**src/rtl/onchip_mem_arbiter.sv**
```systemverilog
// Two-master arbiter for a single-port on-chip RAM with bounded ownership hold.
// Reads return one cycle after issue and go to the master that issued them.
module onchip_mem_arbiter #(
   parameter int unsigned ADDR_W   = 13,
   parameter int unsigned DATA_W   = 64,
   parameter int unsigned MAX_HOLD = 4
) (
   input  logic                clk,
   input  logic                reset_n,
   input  logic [ADDR_W-1:0]   m0_address,
   input  logic [DATA_W/8-1:0] m0_byteenable,
   input  logic                m0_read,
   input  logic                m0_write,
   input  logic [DATA_W-1:0]   m0_writedata,
   output logic                m0_waitrequest,
   output logic [DATA_W-1:0]   m0_readdata,
   output logic                m0_readdatavalid,
   input  logic [ADDR_W-1:0]   m1_address,
   input  logic [DATA_W/8-1:0] m1_byteenable,
   input  logic                m1_read,
   input  logic                m1_write,
   input  logic [DATA_W-1:0]   m1_writedata,
   output logic                m1_waitrequest,
   output logic [DATA_W-1:0]   m1_readdata,
   output logic                m1_readdatavalid,
   output logic [ADDR_W-1:0]   mem_address,
   output logic [DATA_W/8-1:0] mem_byteenable,
   output logic                mem_chipselect,
   output logic                mem_write,
   output logic [DATA_W-1:0]   mem_writedata,
   input  logic [DATA_W-1:0]   mem_readdata
);

   localparam logic [3:0] HOLD_LIM = 4'(MAX_HOLD);
   localparam logic [3:0] HOLD_MAX = 4'd15;

   typedef enum logic [1:0] {IDLE, OWN0, OWN1} state_t;

   state_t     r_state;
   logic       r_last_owner;
   logic [3:0] r_hold_cnt;
   logic       r_rd_pend;
   logic       r_rd_owner;

   logic w_req0, w_req1;
   logic w_issue, w_sel;
   logic w_rd_sel, w_wr_sel;
   logic w_hold_ok;

   assign w_req0    = m0_read | m0_write;
   assign w_req1    = m1_read | m1_write;
   assign w_hold_ok = r_hold_cnt < HOLD_LIM;

   // Grant selection; an owner keeps the RAM until its hold budget runs out under contention.
   always_comb begin
      w_issue = 1'b0;
      w_sel   = 1'b0;
      case (r_state)
         IDLE: begin
            if (w_req0 && w_req1) begin
               w_issue = 1'b1;
               w_sel   = ~r_last_owner;
            end else if (w_req0) begin
               w_issue = 1'b1;
               w_sel   = 1'b0;
            end else if (w_req1) begin
               w_issue = 1'b1;
               w_sel   = 1'b1;
            end
         end
         OWN0: begin
            if (w_req0 && (!w_req1 || w_hold_ok)) begin
               w_issue = 1'b1;
               w_sel   = 1'b0;
            end else if (w_req1) begin
               w_issue = 1'b1;
               w_sel   = 1'b1;
            end
         end
         OWN1: begin
            if (w_req1 && (!w_req0 || w_hold_ok)) begin
               w_issue = 1'b1;
               w_sel   = 1'b1;
            end else if (w_req0) begin
               w_issue = 1'b1;
               w_sel   = 1'b0;
            end
         end
         default: begin
            w_issue = 1'b0;
            w_sel   = 1'b0;
         end
      endcase
      if (!reset_n) begin
         w_issue = 1'b0;
      end
   end

   // Read+write together counts as a write, so it never produces read data.
   assign w_wr_sel = w_sel ? m1_write : m0_write;
   assign w_rd_sel = w_sel ? (m1_read & ~m1_write) : (m0_read & ~m0_write);

   always_ff @(posedge clk) begin
      if (!reset_n) begin
         r_state      <= IDLE;
         r_last_owner <= 1'b1;
         r_hold_cnt   <= 4'd0;
         r_rd_pend    <= 1'b0;
         r_rd_owner   <= 1'b0;
      end else begin
         r_rd_pend  <= w_issue & w_rd_sel;
         r_rd_owner <= w_sel;
         if (w_issue) begin
            r_state      <= w_sel ? OWN1 : OWN0;
            r_last_owner <= w_sel;
            if (r_state == IDLE || w_sel != r_last_owner) begin
               r_hold_cnt <= 4'd1;
            end else if (r_hold_cnt != HOLD_MAX) begin
               r_hold_cnt <= r_hold_cnt + 4'd1;
            end
         end else begin
            r_state    <= IDLE;
            r_hold_cnt <= 4'd0;
         end
      end
   end

   assign mem_address    = w_sel ? m1_address    : m0_address;
   assign mem_byteenable = w_sel ? m1_byteenable : m0_byteenable;
   assign mem_writedata  = w_sel ? m1_writedata  : m0_writedata;
   assign mem_chipselect = w_issue;
   assign mem_write      = w_issue & w_wr_sel;

   assign m0_waitrequest = ~reset_n | (w_req0 & ~(w_issue & ~w_sel));
   assign m1_waitrequest = ~reset_n | (w_req1 & ~(w_issue &  w_sel));

   // Reset also masks a return that was already in flight.
   assign m0_readdatavalid = reset_n & r_rd_pend & ~r_rd_owner;
   assign m1_readdatavalid = reset_n & r_rd_pend &  r_rd_owner;
   assign m0_readdata      = mem_readdata;
   assign m1_readdata      = mem_readdata;

endmodule

```
**config.mk**
```make
export PLATFORM = sky130hd
export DESIGN_NAME = onchip_mem_arbiter
export DESIGN_NICKNAME = d
export VERILOG_FILES = /design/src/rtl/onchip_mem_arbiter.sv
export SDC_FILE = /design/constraint.sdc
export NUM_CORES = 1
export LEC_CHECK = 0
export CAP_MARGIN = 5
export CORE_AREA = 2 2 178 180
export DETAILED_ROUTE_END_ITERATION = 8
export DIE_AREA = 0 0 180 182
export GPL_TIMING_DRIVEN = 0
export HOLD_SLACK_MARGIN = 0.08
export SYNTH_ARGS = -nofsm -noshare
export SYNTH_HDL_FRONTEND = slang
export SYNTH_SLANG_ARGS = --single-unit
```
**constraint.sdc**
```tcl
create_clock -name clk -period 2.4 [get_ports clk]
set_input_delay 0.24 -clock clk [delete_from_list [all_inputs] [get_ports clk]]
set_output_delay 0.24 -clock clk [all_outputs]
set_load 0.01 [all_outputs]
```
==> results of run 1 <==
## power by group through the flow
stage	logic, W	registers (W)	clock network (W)
2_1_floorplan	0.000982	0.000184	0
3_3_place_gp	0.00215	0.000189	0
3_5_place_dp	0.00215	0.000189	0
4_1_cts	0.00206	0.000190	0.000300
5_1_grt	0.00214	0.000194	0.000313
6_report	0.00201	0.000191	0.000293
## through the flow
stage	hold slack (ns)	power (W)	area [um2]	cells	util, %
after CTS	0.410	0.00255	7070	1083	22.8
after floorplan	0.405	0.00117	2550	283	-
final	0.414	0.00250	7030	1083	22.7
after detailed placement	0.527	0.00234	6990	1078	22.6
after global placement	0.514	0.00234	6990	1078	22.6
after global routing	0.476	0.00265	7030	1083	22.7
## registers in the layout (all words and copies together), names as in the netlist
signal	count
r_hold_cnt	4
r_last_owner	1
r_rd_owner	1
r_rd_pend	1
r_state	2
## how the worst max path moves through the flow
stage,cells past startpoint,endpoint,slack [ns]
after floorplan,6,mem_writedata[46],0.71
after global placement,6,mem_writedata[41],-0.81
after detailed placement,6,mem_writedata[41],-0.79
after CTS,9,mem_writedata[60],0.006
after global routing,9,mem_writedata[46],-0.0009
final,9,mem_writedata[46],0.07
## worst reg2reg max path, delay by kind of cell (launching register included)
kind	cells	cell delay (ns)
simple gates	2	0.37
flops	1	0.39
compound gates	2	0.65
## per-layer routing
metal | up-vias | part of all wire, % | GRT usage (%)
met5 | - | 0 | 0
met4 | 0 | 1.0 | 1.85
met3 | 6 | 8.4 | 1.48
met2 | 223 | 53 | 14.1
met1 | 1434 | 38 | 8.43
li1 | 1638 | - | -
## layout by cell type, fill, tap and decap left out, types with 2 or more instances in the layout
cell type	instances
nor4_1	3
nand2_1	5
buf_12	3
mux2i_1	4
clkdlybuf4s50_1	303
dfxtp_2	4
mux2_2	68
inv_1	2
o21ai_0	2
clkbuf_16	3
buf_6	2
nand3_1	4
buf_4	132
clkbuf_1	2
clkbuf_2	11
dfxtp_1	5
clkdlybuf4s15_1	6
nor2_1	7
dlygate4sd2_1	73
mux2_4	17
nand3b_1	3
## repair_timing
action,4_1_cts,5_1_grt
endpoints found under the setup margin,87,54
buffers inserted,1,0
gates resized for setup,124,20
pin swaps,2,1
## synth_stat cells (2+ instances only)
| library cell | instances |
|---|---|
| nand2_1 | 5 |
| dfxtp_1 | 9 |
| nor4_1 | 3 |
| buf_2 | 6 |
| nor2_1 | 9 |
| mux2_4 | 17 |
| nand3_1 | 4 |
| mux2i_1 | 4 |
| mux2_2 | 68 |
| o21ai_0 | 2 |
| buf_6 | 3 |
| nand3b_1 | 3 |
| inv_1 | 2 |
| o21a_1 | 2 |
| buf_4 | 128 |
## cell type report
cell class	count	area [um2]	share of cell area, %
buffer	138	1070	15.2
clock buffer	4	78.8	1.12
inverter	2	7.51	0.107
multi-input combinational	134	1380	19.6
sequential	9	185	2.63
tap	402	503	7.15
timing repair buffer	394	3810	54.1
## cells by family after synthesis
kind of cell	synth area share [%]
AOI/OAI and AO/OA	4.60
xor gates and xnor gates	0.343
adders and majority gates	0.490
buffers and inverters	40.5
DFF	7.05
muxes	41.5
and+or+nand+nor	5.44
==> metrics.md, run 1 <==
| Metric | Value |
|---|---|
| Outcome | `completed` |
| CTS buffer count | `3` |
| Fillers | `3435` |
| Worst EP required | `2.16 ns` |
| Max VDD drop | `0.189 mV` |
| Comb pwr share | `80.6%` |
| Most common cell on crit path | `buf_12` |
| CP max stage delay | `0.29 ns` |
| Setup WS pre-CTS | `-0.792 ns` |
| Hold path cells | `3` |
| Final WS setup | `0.0702 ns` |
| ANT nets after route | `0` |
| Clk_lat worst skew | `0.23 ns` |
| Pwr dens | `355 mW/mm2` |
| RR Startpoint | `r_hold_cnt[2]` |
| I/O Buffers | `393` |
| Die area | `0.0328 mm2` |
| Psw | `0.000842 W` |
| Post-synth ARST share | `0%` |
| NumNets Final | `923` |
| Worst setup EP type | `output pin` |
| Hold_sp | `reset_n` |
| IO Pins | `459` |
| CTS Root Cell | `clkbuf_16` |
| Top_reg_cell synth | `dfxtp_1` |
| DR WL/cell | `12.3 um` |
| Crit Path Class | `input pin to output pin` |
| Synthesized instance count | `283` |
| Synthesized area per cell | `9.03 um2` |
| Reg clk slew, reported paths | `0.04 ns` |
| EDFF count, synth | `0` |
| Slowest CP cell | `mux2_4` |
| Worst path bufs/invs | `5` |
| Core area | `0.0310 mm2` |
| HP Class | `input pin to flop` |
| Routed vias | `3301` |
| Routed wire length | `13.3 mm` |
| Die width | `180 um` |
| Fin. Hold Viols | `0` |
| Critical R2R Capture | `r_hold_cnt[0]` |
| Net Sw Frac | `33.8%` |
| Worst-path maximum fanout | `10` |
| Pins Over Slew Limit | `0` |
| TNS Setup | `0 ns` |
| Yosys top cell area share | `37.6%` |
| Setup Skew | `0.000495 ns` |
| R2R setup slack | `0.94 ns` |
| First-pass GRT wire length | `19.3 mm` |
| Vias in the first global route | `3496` |
| Critical path startpoint category | `input pin` |
| Worst hold path endpoint | `r_state[1]` |
| Layout cells sized above 1 | `36.6%` |
| Tmin final | `2.33 ns` |
| Height of the chip | `182 um` |
| Max_slew headroom | `60.8%` |
| CTS sink count | `9` |
| Setup violators final | `0` |
| Lkg Pwr | `3.00 nW` |
| Worst-path cell chain | `dlygate4sd2_1 -> or2_4 -> a31oi_4 -> o21ai_4 -> buf_12 -> buf_12 -> buf_12 -> mux2_4 -> clkdlybuf4s15_1` |
| Rows | `65` |
| Initial core utilization | `8.25%` |
| FF+latch count, synth | `9` |
| Hold Buf Count CTS | `0` |
| Area contributors post-synth | `buf_4, mux2_2, mux2_4` |
| Sequential area share after synthesis | `7.05%` |
| Synth-to-layout area growth | `175%` |
| Dpl hpwl | `11.9 mm` |
| H-tree levels | `1` |
| YS warnings | `0` |
| Syn nets | `524` |
| Antenna cell count | `0` |
| Vias per Instance | `3.05` |
| Max Freq | `429 MHz` |
| Reg2reg path depth | `4` |
| Initial antenna violation count | `0` |
| Int Pwr | `0.00165 W` |
| CP Launch Point | `m0_read` |
| Synthesized area | `0.00255 mm2` |
| Routability Congestion | `0.720` |
| CTS Buffer Depth | `2` |
| Reg power frac | `7.7%` |
| GRT Total Usage | `7.43%` |
| TritonCTS clock tree | `yes` |
| Cell variety after synth | `33` |
| Largest net degree at the start of global routing | `11` |
| Max-cap violation count | `0` |
| GRT Residual Overflow | `0` |
| First drt pass iteration count | `4` |
| CP top delay family | `buffers and inverters` |
| 1st-iter DRT viols | `95` |
| Clk pwr share | `11.8%` |
| CP arrival | `2.09 ns` |
| RSZ-0062 raised after global routing | `true` |
| Largest area contributor in the netlist | `buf_4` |
| Remaining routing DRC violations | `0` |
| Period utilisation layout | `97.1%` |
| Worst-Margin Slew | `0.587 ns` |
Power figures use the tool's default switching activity.
==> inputs of run 2 (changes only) <==
--- a/config.mk
+++ b/config.mk
@@ -9,8 +9,10 @@
 export CORE_AREA = 2 2 178 180
 export DETAILED_ROUTE_END_ITERATION = 8
 export DIE_AREA = 0 0 180 182
+export GPL_ROUTABILITY_DRIVEN = 0
 export GPL_TIMING_DRIVEN = 0
 export HOLD_SLACK_MARGIN = 0.08
+export PLACE_DENSITY = 0.45
 export SYNTH_ARGS = -nofsm -noshare
 export SYNTH_HDL_FRONTEND = slang
 export SYNTH_SLANG_ARGS = --single-unit
==> run 2 against run 1 <==
Effect of this change:
- total power is 6.5% higher
- sequential share of layout area increased by 0.054 points
- via count up 1.8%
- combinational power rose by 8%
- clock power is 3% higher
- clock-buffer cell count unchanged
- fmax fell by 2.6%
- critical path depth fell by 1
- setup slack worse by 0.062 ns
- cell area increased by 2.0%
==> metrics.md, run 2 (same netlist as run 1, synthesis figures left out) <==
| Metric | Value |
|---|---|
| CTS Root Cell | `clkbuf_16 (unchanged)` |
| NumNets Final | `930 (was 923)` |
| H-tree levels | `1 (unchanged)` |
| Dpl hpwl | `13.0 mm (was 11.9 mm)` |
| Largest reg by FF count | `r_hold_cnt (unchanged)` |
| IO Pins | `459 (unchanged)` |
| Dpl cell area | `0.00699 mm2 (unchanged)` |
| Critical R2R Capture | `r_hold_cnt[0] (unchanged)` |
| Core area | `0.0310 mm2 (unchanged)` |
| Hold Buf Count CTS | `0 (unchanged)` |
| CTS buffer count | `3 (unchanged)` |
| Remaining routing DRC violations | `0 (unchanged)` |
| I/O Buffers | `393 (unchanged)` |
| Reg2reg path depth | `5 (was 4)` |
| Worst-path maximum fanout | `10 (unchanged)` |
| Fin. Hold Viols | `0 (unchanged)` |
| Biggest regs | `r_hold_cnt: 4 flops, r_state: 2 flops (unchanged)` |
| Max VDD drop | `0.181 mV (was 0.189 mV)` |
| Largest net degree at the start of global routing | `11 (unchanged)` |
| RSZ-0062 raised after global routing | `true (unchanged)` |
| GRT Total Usage | `8.08% (was 7.43%)` |
| Rows | `65 (unchanged)` |
| CTS Buffer Depth | `2 (unchanged)` |
| DR WL/cell | `13.5 um (was 12.3 um)` |
| Critical path startpoint category | `flop (was input pin)` |
| Worst setup path end | `mem_writedata[4] (was mem_writedata[46])` |
| Die area | `0.0328 mm2 (unchanged)` |
| Most frequent cells in the layout | `clkdlybuf4s50_1, buf_4, dlygate4sd2_1 (unchanged)` |
| HP Class | `input pin to flop (unchanged)` |
| Max-cap violation count | `0 (unchanged)` |
| Hold_sp | `reset_n (unchanged)` |
| Layout cells sized above 1 | `37.6% (was 36.6%)` |
| Worst EP required | `2.16 ns (about the same)` |
| Crit Path Class | `flop to output pin (was input pin to output pin)` |
| Outcome | `completed (unchanged)` |
| 1st-iter DRT viols | `75 (was 95)` |
| Setup violators final | `0 (unchanged)` |
| Worst setup EP type | `output pin (unchanged)` |
| Largest register FFs | `4 (unchanged)` |
| CTS sink count | `9 (unchanged)` |
| ANT nets after route | `0 (unchanged)` |
| Worst-Margin Slew | `0.586 ns (was 0.587 ns)` |
| Routed vias | `3359 (was 3301)` |
| Fillers | `3386 (was 3435)` |
| Pwr dens | `370 mW/mm2 (was 355 mW/mm2)` |
| Fin area | `0.00717 mm2 (was 0.00703 mm2)` |
| Max Freq | `418 MHz (was 429 MHz)` |
| Tmin final | `2.39 ns (was 2.33 ns)` |
| Most common cell after layout, fill and taps aside | `clkdlybuf4s50_1 (unchanged)` |
| RR Startpoint | `r_hold_cnt[2] (unchanged)` |
| First drt pass iteration count | `4 (unchanged)` |
| Setup Skew | `0.00218 ns (was 0.000495 ns)` |
| Reg clk slew, reported paths | `0.04 ns (about the same)` |
| Clk_lat worst skew | `0.24 ns (was 0.23 ns)` |
| Synth-to-layout area growth | `181% (was 175%)` |
| Max_slew headroom | `60.9% (was 60.8%)` |
| Lkg Pwr | `3.07 nW (was 3.00 nW)` |
| Vias per Instance | `3.08 (was 3.05)` |
| First-pass GRT wire length | `20.7 mm (was 19.3 mm)` |
| Initial core utilization | `8.25% (unchanged)` |
| Die width | `180 um (unchanged)` |
| Pins Over Slew Limit | `0 (unchanged)` |
| R2R setup slack | `0.92 ns (was 0.94 ns)` |
| TNS Setup | `0 ns (unchanged)` |
| CP arrival | `2.15 ns (was 2.09 ns)` |
| TritonCTS clock tree | `yes (unchanged)` |
| GRT Residual Overflow | `0 (unchanged)` |
| Initial antenna violation count | `0 (unchanged)` |
| Routed wire length | `14.7 mm (was 13.3 mm)` |
| Vias in the first global route | `3590 (was 3496)` |
| Period utilisation layout | `99.7% (was 97.1%)` |
| Antenna cell count | `0 (unchanged)` |
| CP Launch Point | `r_hold_cnt[3] (was m0_read)` |
| Height of the chip | `182 um (unchanged)` |
run 2: what timing repair did:
action	CTS	global route
gates cloned	1	1
endpoints found under the hold margin	0	0
gates resized for setup	154	20
endpoints found under the setup margin	87	66
pin swaps	2	1
setup buffers	7	0
run 2: layer usage:
layer / global-route usage [%] / vias to the layer above / part of all wire (%)
met5: 0 / - / 0
met4: 1.69 / 0 / 1.2
met3: 2.57 / 7 / 9.9
met2: 15.7 / 234 / 54
met1: 8.43 / 1466 / 35
li1: - / 1652 / -
run 2: stage by stage:
stage / instances / hold slack (ns) / worst slack (ns) / util [%] / total power, W
3_3_place_gp: 1078 / 0.519 / -1.05 / 22.6 / 0.00240
5_1_grt: 1090 / 0.473 / -0.0555 / 23.1 / 0.00282
3_5_place_dp: 1078 / 0.531 / -1.02 / 22.6 / 0.00238
6_report: 1090 / 0.405 / 0.00780 / 23.1 / 0.00266
2_1_floorplan: 283 / 0.405 / 0.712 / - / 0.00117
4_1_cts: 1090 / 0.415 / 0.00181 / 23.0 / 0.00267
run 2: how the worst min path moves through the flow:
stage / end / slack [ns] / depth (start not counted)
floorplan: r_rd_pend / 0.41 / 2
global placement: r_last_owner / 0.52 / 1
detailed placement: r_last_owner / 0.53 / 1
CTS: r_state[1] / 0.41 / 3
global route: r_state[1] / 0.47 / 3
finish: r_state[1] / 0.40 / 3
run 2: critical path, stage by stage, from the launching register on:
cell	delay, ns
dfxtp_4	0.36
o21a_1	0.21
a21oi_2	0.19
o21ai_4	0.09
buf_12	0.16
buf_4	0.14
buf_4	0.17
mux2_2	0.28
dlygate4sd2_1	0.30
run 2: final cells by class:
class	count	area, um2	share of cell area (%)
buffer	137	1080	15.0
clock buffer	4	78.8	1.10
inverter	2	7.51	0.105
multi-input combinational	134	1380	19.3
sequential	9	193	2.69
tap	402	503	7.01
timing repair buffer	402	3930	54.8
run 2: where the power goes:
group	internal, W	switching, W
clock network	0.000223	0.0000780
registers	0.000167	0.0000225
logic	0.00136	0.000804
total	0.00175	0.000904
